File: src/rtl/median_filter_stream.sv
// ============================================================================
// Module      : median_filter_stream
// Description : Streaming 3x3 median filter over a raster pixel stream.
//               Two line buffers and a 3x3 window feed a 19 compare-exchange
//               median network split over three pipeline stages. Only
//               interior windows are emitted, with sof/eol/eof markers.
//               Optional feature macro: MEDIAN_BYPASS_EN (adds a per-frame
//               bypass input that outputs the window centre instead).
// Revision    : 1.0 - initial release
// ============================================================================
`default_nettype none

module median_filter_stream #(
    parameter int PIX_W = 8,
    parameter int IMG_W = 100,
    parameter int IMG_H = 100
) (
    input  logic             clk,
    input  logic             rst,
    input  logic [PIX_W-1:0] in_pix,
    input  logic             in_sof,
    input  logic             in_valid,
    output logic             in_ready,
    output logic [PIX_W-1:0] out_pix,
    output logic             out_sof,
    output logic             out_eol,
    output logic             out_eof,
    output logic             out_valid,
    input  logic             out_ready
`ifdef MEDIAN_BYPASS_EN
    ,
    input  logic             bypass
`endif
);

    localparam int CW = (IMG_W > 1) ? $clog2(IMG_W) : 1;
    localparam int RW = (IMG_H > 1) ? $clog2(IMG_H) : 1;
    localparam logic [CW-1:0] c_col_last = CW'(IMG_W - 1);
    localparam logic [RW-1:0] c_row_last = RW'(IMG_H - 1);
    localparam logic [CW-1:0] c_col_two  = CW'(2);
    localparam logic [RW-1:0] c_row_two  = RW'(2);

    // Window flattened as index = row*3 + col, row 0 = oldest line, col 0 = oldest column.
    typedef logic [8:0][PIX_W-1:0] win_t;

    // Compare-exchange: lower value to index a, higher to index b.
    function automatic win_t cas(input win_t v, input logic [3:0] a, input logic [3:0] b);
        win_t r;
        r = v;
        if (v[a] > v[b]) begin
            r[a] = v[b];
            r[b] = v[a];
        end
        return r;
    endfunction

    // First 9 exchanges: sort each row of three.
    function automatic win_t net_s1(input win_t v);
        win_t t;
        t = v;
        t = cas(t, 4'd1, 4'd2); t = cas(t, 4'd4, 4'd5); t = cas(t, 4'd7, 4'd8);
        t = cas(t, 4'd0, 4'd1); t = cas(t, 4'd3, 4'd4); t = cas(t, 4'd6, 4'd7);
        t = cas(t, 4'd1, 4'd2); t = cas(t, 4'd4, 4'd5); t = cas(t, 4'd7, 4'd8);
        return t;
    endfunction

    // Next 6 exchanges: max of mins, min of maxes, and the middle column.
    function automatic win_t net_s2(input win_t v);
        win_t t;
        t = v;
        t = cas(t, 4'd0, 4'd3); t = cas(t, 4'd5, 4'd8); t = cas(t, 4'd4, 4'd7);
        t = cas(t, 4'd3, 4'd6); t = cas(t, 4'd1, 4'd4); t = cas(t, 4'd2, 4'd5);
        return t;
    endfunction

    // Last 4 exchanges: median lands in index 4.
    function automatic win_t net_s3(input win_t v);
        win_t t;
        t = v;
        t = cas(t, 4'd4, 4'd7); t = cas(t, 4'd4, 4'd2);
        t = cas(t, 4'd6, 4'd4); t = cas(t, 4'd4, 4'd2);
        return t;
    endfunction

    logic             w_adv;
    logic             w_acc;
    logic [CW-1:0]    w_col;
    logic [RW-1:0]    w_row;
    logic             w_full;
    logic             w_byp;
    logic [PIX_W-1:0] w_lb0_rd;
    logic [PIX_W-1:0] w_lb1_rd;
    win_t             w_s1;
    win_t             w_s2;
    win_t             w_s3;

    logic [CW-1:0]    r_col;
    logic [RW-1:0]    r_row;
    logic [PIX_W-1:0] r_lb0 [IMG_W];
    logic [PIX_W-1:0] r_lb1 [IMG_W];

    win_t             r_win;
    logic             r_v0_vld, r_v0_sof, r_v0_eol, r_v0_eof, r_v0_byp;
    win_t             r_s1;
    logic [PIX_W-1:0] r_s1_ctr;
    logic             r_s1_vld, r_s1_sof, r_s1_eol, r_s1_eof, r_s1_byp;
    win_t             r_s2;
    logic [PIX_W-1:0] r_s2_ctr;
    logic             r_s2_vld, r_s2_sof, r_s2_eol, r_s2_eof, r_s2_byp;

    // Whole pipeline advances together whenever the output slot can move.
    assign w_adv    = !out_valid || out_ready;
    assign in_ready = w_adv;
    assign w_acc    = in_valid && w_adv;

    // Position of the pixel being offered; sof forces a resync to (0,0).
    assign w_col  = in_sof ? '0 : r_col;
    assign w_row  = in_sof ? '0 : r_row;
    assign w_full = (w_row >= c_row_two) && (w_col >= c_col_two);

    assign w_lb0_rd = r_lb0[w_col];
    assign w_lb1_rd = r_lb1[w_col];

`ifdef MEDIAN_BYPASS_EN
    logic r_byp;

    // Bypass mode is latched on the frame's first pixel and held for the frame.
    always_ff @(posedge clk or posedge rst) begin
        if (rst)
            r_byp <= 1'b0;
        else if (w_acc && in_sof)
            r_byp <= bypass;
    end

    assign w_byp = in_sof ? bypass : r_byp;
`else
    assign w_byp = 1'b0;
`endif

    // Raster position counters, one step per accepted pixel.
    always_ff @(posedge clk or posedge rst) begin
        if (rst) begin
            r_col <= '0;
            r_row <= '0;
        end else if (w_acc) begin
            if (w_col == c_col_last) begin
                r_col <= '0;
                r_row <= (w_row == c_row_last) ? '0 : w_row + RW'(1);
            end else begin
                r_col <= w_col + CW'(1);
                r_row <= w_row;
            end
        end
    end

    // Line buffers: lb0 holds the previous line, lb1 the one before it; never cleared.
    always_ff @(posedge clk) begin
        if (w_acc) begin
            r_lb1[w_col] <= w_lb0_rd;
            r_lb0[w_col] <= in_pix;
        end
    end

    // Window shift and token injection (stage 0).
    always_ff @(posedge clk or posedge rst) begin
        if (rst) begin
            r_win    <= '0;
            r_v0_vld <= 1'b0;
            r_v0_sof <= 1'b0;
            r_v0_eol <= 1'b0;
            r_v0_eof <= 1'b0;
            r_v0_byp <= 1'b0;
        end else if (w_adv) begin
            r_v0_vld <= w_acc && w_full;
            r_v0_sof <= w_acc && w_full && (w_row == c_row_two) && (w_col == c_col_two);
            r_v0_eol <= w_acc && w_full && (w_col == c_col_last);
            r_v0_eof <= w_acc && w_full && (w_col == c_col_last) && (w_row == c_row_last);
            r_v0_byp <= w_byp;
            if (w_acc) begin
                r_win[0] <= r_win[1]; r_win[1] <= r_win[2]; r_win[2] <= w_lb1_rd;
                r_win[3] <= r_win[4]; r_win[4] <= r_win[5]; r_win[5] <= w_lb0_rd;
                r_win[6] <= r_win[7]; r_win[7] <= r_win[8]; r_win[8] <= in_pix;
            end
        end
    end

    assign w_s1 = net_s1(r_win);
    assign w_s2 = net_s2(r_s1);
    assign w_s3 = net_s3(r_s2);

    // Median stage S1 register (row sorts); centre pixel carried for bypass.
    always_ff @(posedge clk or posedge rst) begin
        if (rst) begin
            r_s1     <= '0;
            r_s1_ctr <= '0;
            r_s1_vld <= 1'b0;
            r_s1_sof <= 1'b0;
            r_s1_eol <= 1'b0;
            r_s1_eof <= 1'b0;
            r_s1_byp <= 1'b0;
        end else if (w_adv) begin
            r_s1     <= w_s1;
            r_s1_ctr <= r_win[4];
            r_s1_vld <= r_v0_vld;
            r_s1_sof <= r_v0_sof;
            r_s1_eol <= r_v0_eol;
            r_s1_eof <= r_v0_eof;
            r_s1_byp <= r_v0_byp;
        end
    end

    // Median stage S2 register.
    always_ff @(posedge clk or posedge rst) begin
        if (rst) begin
            r_s2     <= '0;
            r_s2_ctr <= '0;
            r_s2_vld <= 1'b0;
            r_s2_sof <= 1'b0;
            r_s2_eol <= 1'b0;
            r_s2_eof <= 1'b0;
            r_s2_byp <= 1'b0;
        end else if (w_adv) begin
            r_s2     <= w_s2;
            r_s2_ctr <= r_s1_ctr;
            r_s2_vld <= r_s1_vld;
            r_s2_sof <= r_s1_sof;
            r_s2_eol <= r_s1_eol;
            r_s2_eof <= r_s1_eof;
            r_s2_byp <= r_s1_byp;
        end
    end

    // Output register (stage S3): median or, in bypass, the window centre.
    always_ff @(posedge clk or posedge rst) begin
        if (rst) begin
            out_pix   <= '0;
            out_sof   <= 1'b0;
            out_eol   <= 1'b0;
            out_eof   <= 1'b0;
            out_valid <= 1'b0;
        end else if (w_adv) begin
            out_pix   <= r_s2_byp ? r_s2_ctr : w_s3[4];
            out_sof   <= r_s2_sof;
            out_eol   <= r_s2_eol;
            out_eof   <= r_s2_eof;
            out_valid <= r_s2_vld;
        end
    end

endmodule

`default_nettype wire

File: config.mk
export PLATFORM = sky130hd
export DESIGN_NAME = median_filter_stream
export DESIGN_NICKNAME = d
export VERILOG_FILES = /design/src/rtl/median_filter_stream.sv
export SDC_FILE = /design/constraint.sdc
export NUM_CORES = 2
export LEC_CHECK = 0
export ABC_AREA = 1
export BUFFER_PORTS_ARGS = -buffer_cell sky130_fd_sc_hd__buf_2
export CAP_MARGIN = 20
export CORE_ASPECT_RATIO = 2
export CORE_MARGIN = 2
export CORE_UTILIZATION = 45
export CTS_CLUSTER_DIAMETER = 60
export CTS_CLUSTER_SIZE = 28
export DETAILED_ROUTE_END_ITERATION = 8
export PLACE_DENSITY = 0.6
export SLEW_MARGIN = 10
export SYNTH_ARGS = -nofsm -noshare
export SYNTH_HDL_FRONTEND = slang
export SYNTH_SLANG_ARGS = --single-unit
File: constraint.sdc
create_clock -name clk -period 6.77 [get_ports clk]
set_clock_uncertainty 0.1 [all_clocks]
set_input_delay 0.3385 -clock clk [delete_from_list [all_inputs] [get_ports clk]]
set_output_delay 0.3385 -clock clk [all_outputs]
set_load 0.05 [all_outputs]
==> run_summary.xml <==
<?xml version="1.0" encoding="UTF-8"?>
<metrics>
  <group name="hold_path">
    <metric name="timing.hold.worst_path_depth" unit="">1</metric>
    <metric name="holdCritStartpoint" unit="">in_pix[3]</metric>
    <metric name="worst_hold_path_type" unit="">input pin to flip-flop</metric>
    <metric name="hold_path_end" unit="">r_lb0[48][3]$_DFFE_PP_</metric>
  </group>
  <group name="logic_synthesis">
    <metric name="synthArstFlopShare" unit="%">11.8</metric>
    <metric name="post_synth_main_area_contributors" unit="">edfxtp_1, dfrtp_1, nand2_1</metric>
    <metric name="mappedNetlistArea" unit="um^2">74700</metric>
    <metric name="yosysSeqAreaShare" unit="%">71.5</metric>
    <metric name="synth.yosys.warnings" unit="">0</metric>
    <metric name="edff_count_synth" unit="">1600</metric>
    <metric name="synthesis.nets" unit="">6111</metric>
    <metric name="synth_top_flop_cell" unit="">edfxtp_1</metric>
    <metric name="synth_simple_gate_area_share" unit="%">10.8</metric>
    <metric name="synth.ff_latch_count" unit="">1814</metric>
    <metric name="area_share_of_the_largest_cell_type_after_synthesis" unit="%">64.3</metric>
    <metric name="synthesis.instances" unit="">5943</metric>
    <metric name="synthMuxAreaShare" unit="%">0</metric>
    <metric name="synth-compound-area-share" unit="%">11.6</metric>
    <metric name="yosys.area_share.xor_xnor" unit="%">0.0352</metric>
    <metric name="synth.avg_cell_area" unit="um^2">12.6</metric>
    <metric name="post-synth-top-area-cell" unit="">edfxtp_1</metric>
    <metric name="synth_fa_ha_area_share" unit="%">2.60</metric>
    <metric name="synth.lib_cells_used.distinct" unit="">56</metric>
    <metric name="synth_top_family_by_area" unit="">compound AO/OA/AOI/OAI gates</metric>
  </group>
  <group name="floorplanning">
    <metric name="row_count" unit="">211</metric>
    <metric name="die_w" unit="um">292</metric>
    <metric name="boundaryPins" unit="">26</metric>
    <metric name="core" unit="um^2">165000</metric>
    <metric name="total_die_area" unit="um^2">169000</metric>
    <metric name="die_h" unit="um">580</metric>
    <metric name="floorplan.initialDensity" unit="%">45.3</metric>
  </group>
  <group name="worst_setup_path">
    <metric name="critical_path_required" unit="ns">7.23</metric>
    <metric name="timing.rr.start" unit="">r_win[43]$_DFFE_PP0P_</metric>
    <metric name="setup.worst_path.class" unit="">flip-flop to flip-flop</metric>
    <metric name="worst_setup_path_start_kind" unit="">flip-flop</metric>
    <metric name="arrival" unit="ns">6.73</metric>
    <metric name="critPathMaxFanout" unit="">32</metric>
    <metric name="r2r_cells" unit="">24</metric>
    <metric name="r2r_end" unit="">r_s1[36]$_DFFE_PP0N_</metric>
    <metric name="setup.reg_to_reg.worst_slack" unit="ns">0.50</metric>
    <metric name="end_kind" unit="">flip-flop</metric>
  </group>
  <group name="pwr">
    <metric name="power_dens_cells" unit="nW/um^2">457</metric>
    <metric name="power.leakage" unit="uW">0.0283</metric>
    <metric name="vdd_drop_max" unit="mV">0.482</metric>
    <metric name="switching_power" unit="uW">15900</metric>
    <metric name="total_power" unit="uW">37000</metric>
    <metric name="power.share.switching" unit="%">43.0</metric>
    <metric name="share_of_power_burned_in_combinational_logic" unit="%">45.2</metric>
    <metric name="sequential_fraction_of_design_power" unit="%">38.6</metric>
    <metric name="clock_power_share" unit="%">16.2</metric>
    <metric name="internal-power" unit="uW">21100</metric>
  </group>
  <group name="route">
    <metric name="route.detailed.wl_per_inst" unit="um">28.5</metric>
    <metric name="dr_total_vias" unit="">48200</metric>
    <metric name="ant_nets" unit="">0</metric>
    <metric name="viasPerCell" unit="">5.90</metric>
    <metric name="post_route_drc" unit="">0</metric>
    <metric name="finalWirelength" unit="um">233000</metric>
    <metric name="drtIter0Drc" unit="">4536</metric>
    <metric name="drt_pass1_iterations" unit="">6</metric>
  </group>
  <group name="global_routing">
    <metric name="largest_net_degree_at_the_start_of_global_routing" unit="">104</metric>
    <metric name="grt_antenna_before_repair" unit="">7</metric>
    <metric name="grt_remaining_overflow" unit="">0</metric>
    <metric name="first_global_vias" unit="">47200</metric>
    <metric name="grt_usage" unit="%">27.2</metric>
    <metric name="grt_pass1_wl" unit="um">332000</metric>
  </group>
  <group name="cts">
    <metric name="cts.reportedPaths.clkPinSlew" unit="ns">0.10</metric>
    <metric name="tritoncts" unit="">built</metric>
    <metric name="clock_path_buffers" unit="">3</metric>
    <metric name="clock_insertion_delay_worst_skew" unit="ns">0.75</metric>
    <metric name="numCtsBuffers" unit="">82</metric>
    <metric name="clock-root-buffer" unit="">clkbuf_16</metric>
    <metric name="clock_sink_count" unit="">1814</metric>
    <metric name="cts_max_level" unit="">3</metric>
  </group>
  <group name="layout">
    <metric name="num-nets-final" unit="">6162</metric>
    <metric name="fillCellCount" unit="">14300</metric>
    <metric name="area.growth.synth_to_final" unit="%">8.26</metric>
    <metric name="total_area_of_multi_input_combinational_cells" unit="um^2">18800</metric>
    <metric name="sequential_cell_area" unit="um^2">53400</metric>
    <metric name="mostFrequentLayoutCells" unit="">edfxtp_1, nand2_1, o21ai_0</metric>
    <metric name="layout_commonest_cell" unit="">edfxtp_1</metric>
    <metric name="drive_gt1_share" unit="%">7.41</metric>
    <metric name="stdcell_area" unit="um^2">80800</metric>
    <metric name="finalCoreUtilization" unit="%">49.0</metric>
  </group>
  <group name="sta">
    <metric name="whs" unit="ns">0.00128</metric>
    <metric name="max-slew-margin-rel" unit="%">15.3</metric>
    <metric name="hold_violations" unit="">0</metric>
    <metric name="worst_pin_slew" unit="ns">1.26</metric>
    <metric name="period_minus_slack" unit="ns">6.27</metric>
    <metric name="timing.fmax" unit="MHz">160</metric>
    <metric name="setup-violations-final" unit="">0</metric>
    <metric name="final-max-slew-violation-count" unit="">0</metric>
    <metric name="setup_total_negative_slack" unit="ns">0</metric>
    <metric name="final.period_utilization" unit="%">92.5</metric>
    <metric name="grt_setup_unrepaired" unit="">false</metric>
  </group>
  <group name="placed_design">
    <metric name="detailedPlacementHpwl" unit="um">151000</metric>
    <metric name="gp_congestion" unit="">0.939</metric>
    <metric name="detailed_place.area" unit="um^2">78200</metric>
    <metric name="numPortBuffers" unit="">25</metric>
  </group>
  <group name="job">
    <metric name="cap_viol_max_count" unit="">0</metric>
  </group>
  <group name="status">
    <metric name="status" unit="">finished, final reports clean</metric>
  </group>
</metrics>
## layout make-up
cell class	count	share of cell area (%)
Inverter	274	1.30
Tap cell	2130	3.30
Sequential cell	1814	66.1
Clock buffer	98	2.69
Antenna cell	3	0.00929
Multi-Input combinational cell	3552	23.3
Clock inverter	28	0.449
Timing Repair Buffer	270	2.90
## worst max path at each step
stage,startpoint,endpoint,slack (ns)
floorplan,rst,out_eof$_DFFE_PP0N_,0.48
global placement,r_s2[39]$_DFFE_PP0N_,out_pix[5]$_DFFE_PP0N_,-0.02
detailed placement,r_s2[39]$_DFFE_PP0N_,out_pix[2]$_DFFE_PP0N_,0.05
CTS,r_s2[39]$_DFFE_PP0N_,out_pix[5]$_DFFE_PP0N_,0.11
global route,r_s2[39]$_DFFE_PP0N_,out_pix[6]$_DFFE_PP0N_,0.0002
finish,r_win[43]$_DFFE_PP0P_,r_s1[36]$_DFFE_PP0N_,0.50
## synthesized netlist by cell type, types with 13 or more instances
cell type and instances:
o21ai_0 683, inv_1 254, a221oi_1 112, edfxtp_1 1600, o211ai_1 105, clkbuf_1 132, nor3_1 27, o31ai_1 21
a21oi_1 172, buf_6 13, nand3_1 136, a22o_1 166, buf_2 115, dfrtp_1 214, o22ai_1 42, a211oi_1 16
nand4_1 57, o21ai_1 34, buf_4 34, nor2_1 541, inv_2 14, nand2_1 1186, ha_1 155
## power by group through the flow
stage	Clock [uW]	Sequential (uW)	Combinational, uW
2_1_floorplan	0	14500	10300
3_3_place_gp	0	14500	16400
3_5_place_dp	0	14500	16700
4_1_cts	6090	14200	16700
5_1_grt	6440	14300	18600
6_report	5990	14300	16700
## state kept, by name (all words and copies together), names as in the netlist, 7 cells and up
name     flops
r_s2        32
out_pix      8
r_lb0      800
r_s1        72
r_row        7
r_lb1      800
r_col        7
r_win       72
## what timing repair did
item / 4_1_cts / 5_1_grt
endpoints found under the setup margin: 7 / 8
hold buffers: 8 / 0
endpoints found under the hold margin: 271 / 0
setup buffers: 0 / 0
pin swaps: 0 / 0
resized for setup: 1 / 6
## metal layers
layer / vias up / global-route usage (%) / wire, um / part of all wire [%]
li1: 21600 / - / - / -
met1: 24400 / 29.4 / 79700 / 34
met2: 1662 / 49.5 / 122000 / 52
met3: 477 / 2.77 / 12000 / 5.1
met4: 2 / 19.3 / 19400 / 8.3
met5: - / 0 / 15 / 0.0064
## kinds of logic after synthesis
group	count (synthesis)
AND/OR/NAND/NOR	1991
XOR/XNOR	3
adder cells (fa/ha/maj)	155
buffers and inverters	577
flip-flops	1814
AO/OA/AOI/OAI	1403
## worst max-delay path: stages (launching register included)
cell	delay, ns
dfrtp_1	0.40
inv_1	0.09
ha_1	0.30
nand2_1	0.07
o21ai_0	0.18
nand2_1	0.07
o211ai_1	0.10
o21ai_1	0.09
buf_4	0.22
o21ai_0	0.51
inv_1	0.10
ha_1	0.31
nand2_1	0.07
o211ai_1	0.57
nand2_1	0.29
buf_4	0.28
o21ai_0	0.53
ha_1	0.37
a21oi_1	0.14
o21ai_0	0.09
nand2_1	0.08
a32oi_1	0.06
buf_4	0.20
o211ai_1	0.68
o21ai_0	0.19
## per-stage QoR
step	setup WS, ns	std cells
finish	0.505	8169
global route	0.000188	8167
CTS	0.115	8166
detailed placement	0.0542	8032
global placement	-0.0224	8025
floorplan	0.481	5943
(Power assumes the default switching activity.)
